===== config.mk =====
export PLATFORM = sky130hd
export DESIGN_NAME = cdc_channel_scheduler_flat
export DESIGN_NICKNAME = d
export VERILOG_FILES = /design/src/rtl/cdc_channel_scheduler_pkg.sv /design/src/rtl/cdc_channel_scheduler_if.sv /design/src/rtl/cdc_channel_scheduler_rr_picker.sv /design/src/rtl/cdc_channel_scheduler.sv /design/src/flat_wrapper.sv
export SDC_FILE = /design/constraint.sdc
export NUM_CORES = 1
export LEC_CHECK = 0
export BUFFER_PORTS_ARGS = -buffer_cell sky130_fd_sc_hd__buf_2
export CORE_UTILIZATION = 40
export CTS_BUF_LIST = sky130_fd_sc_hd__clkbuf_4
export CTS_CLUSTER_SIZE = 24
export DETAILED_ROUTE_END_ITERATION = 7
export HOLD_SLACK_MARGIN = 0.15
export PLACE_DENSITY = 0.75
export SKIP_LAST_GASP = 1
export SYNTH_ARGS = -nofsm -noshare
export SYNTH_HDL_FRONTEND = slang
export SYNTH_SLANG_ARGS = --single-unit

===== constraint.sdc =====
create_clock -name i_clk -period 5.6 [get_ports i_clk]
set_clock_uncertainty 0.15 [all_clocks]
set_input_delay 1.12 -clock i_clk [delete_from_list [all_inputs] [get_ports i_clk]]
set_output_delay 1.12 -clock i_clk [all_outputs]
set_load 0.05 [all_outputs]

===== src/rtl/cdc_channel_scheduler_pkg.sv =====
// Shared types and helpers for the CDC channel scheduler.
package cdc_sched_pkg;

  typedef enum logic [0:0] {
    IDLE = 1'b0,
    HOLD = 1'b1
  } state_t;

  // Tag field width: enough bits to name every source, never zero.
  function automatic int tag_width(input int n);
    return (n <= 2) ? 1 : $clog2(n);
  endfunction

endpackage


===== src/rtl/cdc_channel_scheduler_if.sv =====
// Bundle between the producers and the scheduler / crossing.
//
// Handshake: the channel is a constant-handshake crossing with no ready.
// Producers pulse i_src_update[k] for one cycle while i_src_data holds the
// new value for source k. The scheduler drives o_chan_data = {seq, tag,
// payload} and keeps it frozen for HOLD_CYCLES clocks; a toggle of seq
// marks a new word for the destination. o_grant pulses for the first hold
// cycle of each word, and o_busy is high for the whole hold.
interface cdc_channel_scheduler_if
  import cdc_sched_pkg::*;
#(
  parameter int NUM_SRC   = 4,
  parameter int PAYLOAD_W = 10
);

  localparam int TAG_W = tag_width(NUM_SRC);
  localparam int CW    = 1 + TAG_W + PAYLOAD_W;

  logic                           i_enable;
  logic [NUM_SRC*PAYLOAD_W-1:0]   i_src_data;
  logic [NUM_SRC-1:0]             i_src_update;
  logic [CW-1:0]                  o_chan_data;
  logic [NUM_SRC-1:0]             o_grant;
  logic                           o_busy;

  // Producer side.
  modport master (
    output i_enable, i_src_data, i_src_update,
    input  o_chan_data, o_grant, o_busy
  );

  // Scheduler side.
  modport slave (
    input  i_enable, i_src_data, i_src_update,
    output o_chan_data, o_grant, o_busy
  );

endinterface


===== src/rtl/cdc_channel_scheduler_rr_picker.sv =====
// Combinational round-robin picker: first set request above the last
// grant, wrapping modulo N.
module rr_picker #(
  parameter int N  = 4,
  parameter int IW = 2
) (
  input  logic [N-1:0]  i_req,
  input  logic [IW-1:0] i_last,
  output logic [IW-1:0] o_winner,
  output logic          o_valid
);

  logic [IW-1:0] w_idx;

  // Scan last+1 .. last+N (mod N) and keep the first requester found.
  always_comb begin
    o_winner = '0;
    o_valid  = 1'b0;
    w_idx    = '0;
    for (int off = 1; off <= N; off++) begin
      w_idx = IW'((int'(i_last) + off) % N);
      if (!o_valid && i_req[w_idx]) begin
        o_valid  = 1'b1;
        o_winner = w_idx;
      end
    end
  end

endmodule


===== src/rtl/cdc_channel_scheduler.sv =====
// Source-domain scheduler that time-shares one constant-handshake crossing
// among NUM_SRC producers: dirty tracking, round-robin grant, fixed-length
// hold of each tagged word, seq toggle per word, and periodic refresh.
module cdc_channel_scheduler
  import cdc_sched_pkg::*;
#(
  parameter int NUM_SRC        = 4,
  parameter int PAYLOAD_W      = 10,
  parameter int HOLD_CYCLES    = 8,
  parameter int REFRESH_CYCLES = 1024
) (
  input  logic   i_clk,
  input  logic   rst,
  cdc_channel_scheduler_if.slave bus,
  output state_t o_dbg_state
);

  localparam int TAG_W = tag_width(NUM_SRC);
  localparam int CW    = 1 + TAG_W + PAYLOAD_W;
  localparam int HCW   = $clog2(HOLD_CYCLES + 1);
  localparam int RCW   = (REFRESH_CYCLES == 0) ? 1 : $clog2(REFRESH_CYCLES + 1);

  localparam logic [HCW-1:0] HOLD_LOAD = HCW'(HOLD_CYCLES - 1);
  // With refresh disabled the counter parks at zero and never matches.
  localparam logic [RCW-1:0] REF_LAST  =
    (REFRESH_CYCLES == 0) ? '0 : RCW'(REFRESH_CYCLES - 1);

  state_t               r_state;
  state_t               w_state_next;
  logic [HCW-1:0]       r_hold_cnt;
  logic [HCW-1:0]       w_hold_cnt_next;
  logic [TAG_W-1:0]     r_rr;
  logic [NUM_SRC-1:0]   r_dirty;
  logic [NUM_SRC-1:0]   w_dirty_next;
  logic [RCW-1:0]       r_ref_cnt;
  logic [CW-1:0]        r_chan;
  logic [NUM_SRC-1:0]   r_grant;

  logic [TAG_W-1:0]     w_winner;
  logic                 w_any;
  logic                 w_do_grant;
  logic                 w_refresh;
  logic [NUM_SRC-1:0]   w_win_onehot;
  logic [PAYLOAD_W-1:0] w_payload;

  rr_picker #(
    .N  (NUM_SRC),
    .IW (TAG_W)
  ) u_picker (
    .i_req    (r_dirty),
    .i_last   (r_rr),
    .o_winner (w_winner),
    .o_valid  (w_any)
  );

  assign w_win_onehot = NUM_SRC'(1) << w_winner;
  assign w_payload    = bus.i_src_data[int'(w_winner)*PAYLOAD_W +: PAYLOAD_W];
  assign w_refresh    = (REFRESH_CYCLES != 0) && (r_ref_cnt == REF_LAST);

  // Next state and hold counter; a grant may happen from IDLE or straight
  // out of an expiring HOLD so back-to-back words have no bubble.
  always_comb begin
    w_state_next    = r_state;
    w_hold_cnt_next = r_hold_cnt;
    w_do_grant      = 1'b0;
    case (r_state)
      IDLE: begin
        if (bus.i_enable && w_any) begin
          w_do_grant      = 1'b1;
          w_state_next    = HOLD;
          w_hold_cnt_next = HOLD_LOAD;
        end
      end
      HOLD: begin
        if (r_hold_cnt != '0) begin
          w_hold_cnt_next = r_hold_cnt - HCW'(1);
        end else if (bus.i_enable && w_any) begin
          w_do_grant      = 1'b1;
          w_hold_cnt_next = HOLD_LOAD;
        end else begin
          w_state_next    = IDLE;
        end
      end
      default: w_state_next = IDLE;
    endcase
  end

  // Dirty set wins over grant clear so a coincident update is not lost.
  always_comb begin
    w_dirty_next = r_dirty;
    if (w_do_grant) begin
      w_dirty_next = w_dirty_next & ~w_win_onehot;
    end
    w_dirty_next = w_dirty_next | bus.i_src_update;
    if (w_refresh) begin
      w_dirty_next = '1;
    end
  end

  // FSM, dirty, pointer and the frozen channel word.
  always_ff @(posedge i_clk) begin
    if (!rst) begin
      r_state    <= IDLE;
      r_hold_cnt <= '0;
      r_rr       <= TAG_W'(NUM_SRC - 1);
      r_dirty    <= '1;
      r_chan     <= '0;
      r_grant    <= '0;
    end else begin
      r_state    <= w_state_next;
      r_hold_cnt <= w_hold_cnt_next;
      r_dirty    <= w_dirty_next;
      r_grant    <= w_do_grant ? w_win_onehot : '0;
      if (w_do_grant) begin
        r_chan <= {~r_chan[CW-1], w_winner, w_payload};
        r_rr   <= w_winner;
      end
    end
  end

  // Free-running refresh period counter.
  always_ff @(posedge i_clk) begin
    if (!rst) begin
      r_ref_cnt <= '0;
    end else if (REFRESH_CYCLES == 0) begin
      r_ref_cnt <= '0;
    end else if (r_ref_cnt == REF_LAST) begin
      r_ref_cnt <= '0;
    end else begin
      r_ref_cnt <= r_ref_cnt + RCW'(1);
    end
  end

  assign bus.o_chan_data = r_chan;
  assign bus.o_grant     = r_grant;
  assign bus.o_busy      = (r_state == HOLD);
  assign o_dbg_state     = r_state;

endmodule


===== src/flat_wrapper.sv =====
// flat-port wrapper written by rule: the top's interface ports become plain ports
module cdc_channel_scheduler_flat import cdc_sched_pkg::*;
#(
  parameter int NUM_SRC        = 4,
  parameter int PAYLOAD_W      = 10,
  parameter int HOLD_CYCLES    = 8,
  parameter int REFRESH_CYCLES = 1024
)
  (i_clk, rst, o_dbg_state, bus_i_enable, bus_i_src_data, bus_i_src_update, bus_o_chan_data, bus_o_grant, bus_o_busy);
  cdc_channel_scheduler_if #(.NUM_SRC(NUM_SRC), .PAYLOAD_W(PAYLOAD_W)) bus_i ();
  input  logic i_clk;
  input  logic rst;
  output state_t o_dbg_state;
  input wire logic [$bits(bus_i.i_enable)-1:0] bus_i_enable;
  input wire logic [$bits(bus_i.i_src_data)-1:0] bus_i_src_data;
  input wire logic [$bits(bus_i.i_src_update)-1:0] bus_i_src_update;
  output wire logic [$bits(bus_i.o_chan_data)-1:0] bus_o_chan_data;
  output wire logic [$bits(bus_i.o_grant)-1:0] bus_o_grant;
  output wire logic [$bits(bus_i.o_busy)-1:0] bus_o_busy;
  assign bus_i.i_enable = bus_i_enable;
  assign bus_i.i_src_data = bus_i_src_data;
  assign bus_i.i_src_update = bus_i_src_update;
  assign bus_o_chan_data = bus_i.o_chan_data;
  assign bus_o_grant = bus_i.o_grant;
  assign bus_o_busy = bus_i.o_busy;
  cdc_channel_scheduler #(.NUM_SRC(NUM_SRC), .PAYLOAD_W(PAYLOAD_W), .HOLD_CYCLES(HOLD_CYCLES), .REFRESH_CYCLES(REFRESH_CYCLES)) u_core (.i_clk(i_clk), .rst(rst), .bus(bus_i), .o_dbg_state(o_dbg_state));
endmodule

==> Implementation_results.wiki <==
{| class="wikitable"
! Metric !! Value
|-
| Status || complete, but fails checks
|-
| Violated checks || design-rule violations
|-
| Worst-case vdd ir drop || between 0.1 and 0.15 mV
|-
| Topmost layer with routed signal wires || met4
|-
| Buffers inserted by post-CTS timing repair || 0
|-
| Avg Synthesized Cell Area || 9.98 um2
|-
| Cell with the biggest individual delay on the critical path || sky130_fd_sc_hd__or3_1
|-
| Net count after synthesis || ~240
|-
| Number of placement rows || 24
|-
| Die extent in x || 70.7 um
|-
| Fraction of registers with async set or reset after synthesis || 0
|-
| Detailed route wirelength on metal2 || 1890 um
|-
| Via count || roughly 1,600
|-
| Cell type with the highest aggregate area in the netlist || sky130_fd_sc_hd__dfxtp_1
|-
| Unrepaired setup endpoints after global routing || no
|-
| Count of pins over their slew limit || 0
|-
| Most area-consuming cells after synthesis || sky130_fd_sc_hd__dfxtp_1, sky130_fd_sc_hd__mux2_4, sky130_fd_sc_hd__mux2_2
|-
| Minimum clock period after layout || 2.39 ns
|-
| Number of synthesized flops with an enable pin || 0
|-
| Data required time at the worst endpoint || 5.70 ns
|-
| Clock transition at the register clock pins on the worst setup and hold paths after CTS || 0.11 ns
|-
| Starting utilization of the core area || 0.424
|-
| Category of the worst setup path capture point || flip-flop
|-
| Tightest Pin Transition || 0.847 ns
|-
| Clock root buffer || sky130_fd_sc_hd__clkbuf_4
|-
| CTS tree || built
|-
| Final hold vios || 0
|-
| Die footprint || 4990 um2
|-
| Share of the clock period used by the worst path after layout || 0.426
|-
| Aggregate negative setup slack || 0 ns
|-
| Routed Antenna Nets || 0
|-
| Critical-path maximum fanout || 15
|-
| WL met1 || 1720 um
|-
| Delay contributed by the slowest stage of the critical path || 0.48 ns
|-
| Commonest non-fill, non-tap cell in the layout || sky130_fd_sc_hd__buf_2
|-
| Setup crit start kind || flip-flop
|-
| Cell area after technology mapping || 1890 um2
|-
| Cells on worst reg2reg path || 7
|-
| First DRT Iteration DRCs || 109
|-
| Buffer levels on the longest clock path || 2
|-
| Number of distinct library cells after synthesis || 41
|-
| R2r startpoint || u_core.r_hold_cnt[0]
|-
| Endpoints failing setup || 0
|-
| End point of the critical path || u_core.r_dirty[3]
|-
| Vias per Instance || between 5 and 6
|-
| Number of detailed-route iterations in the first pass || 6
|-
| Worst Hold Class || reg -> reg
|-
| Post-layout total power || 0.000661 W
|-
| Area growth from synthesis to layout || 21.0%
|-
| Slew headroom || 0.432
|-
| Routed wire length on met3 || ~130 um
|-
| Global-route wire length before repair || 6370 um
|-
| Count of clock tree sinks || 39
|-
| Power per cell area || 290 nW/um2
|-
| CTS buffer count || 5
|-
| Part of the Yosys area used for sequential elements || 0.414
|-
| Critical path class || reg -> reg
|-
| Worst hold path stage count || 1
|-
| Proportion of layout cells with a drive suffix above 1 || 0.383
|-
| Commonest register cell after synthesis || sky130_fd_sc_hd__dfxtp_1
|-
| Most frequent cells in the layout || sky130_fd_sc_hd__buf_2, sky130_fd_sc_hd__dfxtp_1, sky130_fd_sc_hd__and3_1
|-
| H-tree Lvls || 2
|-
| Standby leakage power || 1.12 nW
|-
| CP Data Arrival Time || approximately 2.5 ns
|-
| N_diodes || 0
|-
| Critical-path cell list || inv_1 -> ha_1 -> inv_1 -> o31ai_1 -> nand2b_1 -> or3_1 -> a211o_1
|-
| Post-CTS Hold Buffers || 0
|-
| Top Ports || 66
|-
| Endpoint of the most critical register-to-register path || u_core.r_dirty[3]
|-
| CP startpoint || u_core.r_hold_cnt[0]
|-
| Overall die height || 70.7 um
|-
| Via count of the first global-routing pass || 1,460
|-
| Area of the core region || around 4400 um2
|-
| Clock insertion delay at the later pin of the skew report || 0.35 ns
|-
| Final Wtd Congestion || 0.761
|-
| IO Port Bufs || 65
|-
| Cts repair resizes || 0
|-
| Residual DRC count || 6
|-
| Average wire per cell in the routed design || roughly 13 um
|-
| GRT Residual Overflow || 0
|-
| Number of maximum-capacitance constraint violations || 0
|-
| Fmax || between 400 and 500 MHz
|-
| Flops & latches, synth || 39
|-
| Antenna violations before repair || 0
|-
| Net count of the finished layout || around 300
|-
| Setup slack, reg-to-reg || 3.21 ns
|-
| CP most frequent cell || sky130_fd_sc_hd__inv_1
|-
| Global-route usage over all layers || 0.166
|-
| Synthesized instance count || 189
|-
| Largest net degree at the start of global routing || 30
|-
| Ys Warns || 0
|-
| Total of fill cells in the finished design || around 440
|-
| Top cell type's share of synthesized area || 0.414
|-
| Half-perimeter wire length after placement || 2850 um
|-
| Final wirelength || 3830 um
|}
-- worst max-delay path: cells and delay by family, from the launching register on --
kind,cells,cell delay [ns]
adder cells (fa/ha/maj),1,0.14
AO/OA/AOI/OAI,2,0.65
flip-flops,1,0.35
AND/OR/NAND/NOR,2,0.88
buffers and inverters,2,0.12
-- cell families after synthesis --
group                      synth area share
and+or+nand+nor                       0.184
adders and majority gates            0.0199
xor gates and xnor gates             0.0372
buffers and inverters                0.0491
AOI/OAI and AO/OA                     0.157
muxes                                 0.139
DFF                                   0.414
-- stage by stage --
stage / hold slack (ns) / instance area, um2 / utilization / setup slack, ns / instances
finish: 0.328 / 2280 / 0.514 / 3.21 / 305
global route: 0.354 / 2280 / 0.514 / 3.06 / 305
floorplan: 0.276 / 1890 / - / 3.29 / 189
CTS: 0.338 / 2280 / 0.514 / 3.18 / 305
global placement: 0.298 / 2220 / 0.501 / 2.88 / 297
detailed placement: 0.313 / 2220 / 0.501 / 2.86 / 297
-- metal layers --
metal,track usage,vias up
met5,0,-
met4,0.0844,0
met3,0.0470,7
met2,0.278,29
met1,0.195,731
li1,-,803
-- registers in the layout (all words and copies together), names as in the netlist --
register                count
u_core.r_ref_cnt           11
u_core.r_dirty              4
u_core.r_hold_cnt           4
u_core.bus.o_grant          4
u_core.bus.o_busy           1
u_core.bus.o_chan_data     13
u_core.r_rr                 2
-- where the power goes --
part	total (W)	switching, W	internal, W	leakage [nW]
Clock	0.000147	0.0000886	0.0000586	0.0361
Sequential	0.000315	0.0000149	0.000300	0.320
Combinational	0.000199	0.000117	0.0000827	0.769
Total	0.000661	0.000220	0.000441	1.12
-- cell usage after synthesis (3+ instances only) --
cell type                  instances
sky130_fd_sc_hd__nand2_1          11
sky130_fd_sc_hd__a21oi_1           4
sky130_fd_sc_hd__dfxtp_1          39
sky130_fd_sc_hd__inv_1             7
sky130_fd_sc_hd__xor2_1            5
sky130_fd_sc_hd__nand3_1           7
sky130_fd_sc_hd__xnor2_1           3
sky130_fd_sc_hd__o21ai_0           3
sky130_fd_sc_hd__or3_1             4
sky130_fd_sc_hd__mux2_4           10
sky130_fd_sc_hd__nor3_1            3
sky130_fd_sc_hd__nor2_1           12
sky130_fd_sc_hd__and3_1           14
sky130_fd_sc_hd__buf_2             5
sky130_fd_sc_hd__nand2b_1          3
sky130_fd_sc_hd__a221o_1          10
sky130_fd_sc_hd__mux2_2           10
sky130_fd_sc_hd__and2_1            7
sky130_fd_sc_hd__ha_1              3
-- layout make-up --
class / count / area (um2) / share of cell area
multi-input combinational: 133 / 1020 / 0.447
sequential: 39 / 781 / 0.342
timing repair buffer: 66 / 333 / 0.146
tap: 52 / 65.1 / 0.0285
clock buffer: 7 / 52.6 / 0.0230
inverter: 7 / 26.3 / 0.0115
clock inverter: 1 / 5.00 / 0.00219
-- worst min-delay path by stage --
stage                                     startpoint                         end  slack [ns]
after global routing      u_core.bus.o_chan_data[11]  u_core.bus.o_chan_data[11]        0.35
after CTS                 u_core.bus.o_chan_data[11]  u_core.bus.o_chan_data[11]        0.34
final                            u_core.r_ref_cnt[0]         u_core.r_ref_cnt[0]        0.33
after detailed placement         u_core.r_ref_cnt[0]         u_core.r_ref_cnt[0]        0.31
after global placement           u_core.r_ref_cnt[0]         u_core.r_ref_cnt[0]        0.30
after floorplan                  u_core.r_ref_cnt[0]         u_core.r_ref_cnt[0]        0.28
No activity file was read; power rests on OpenSTA's default activity.
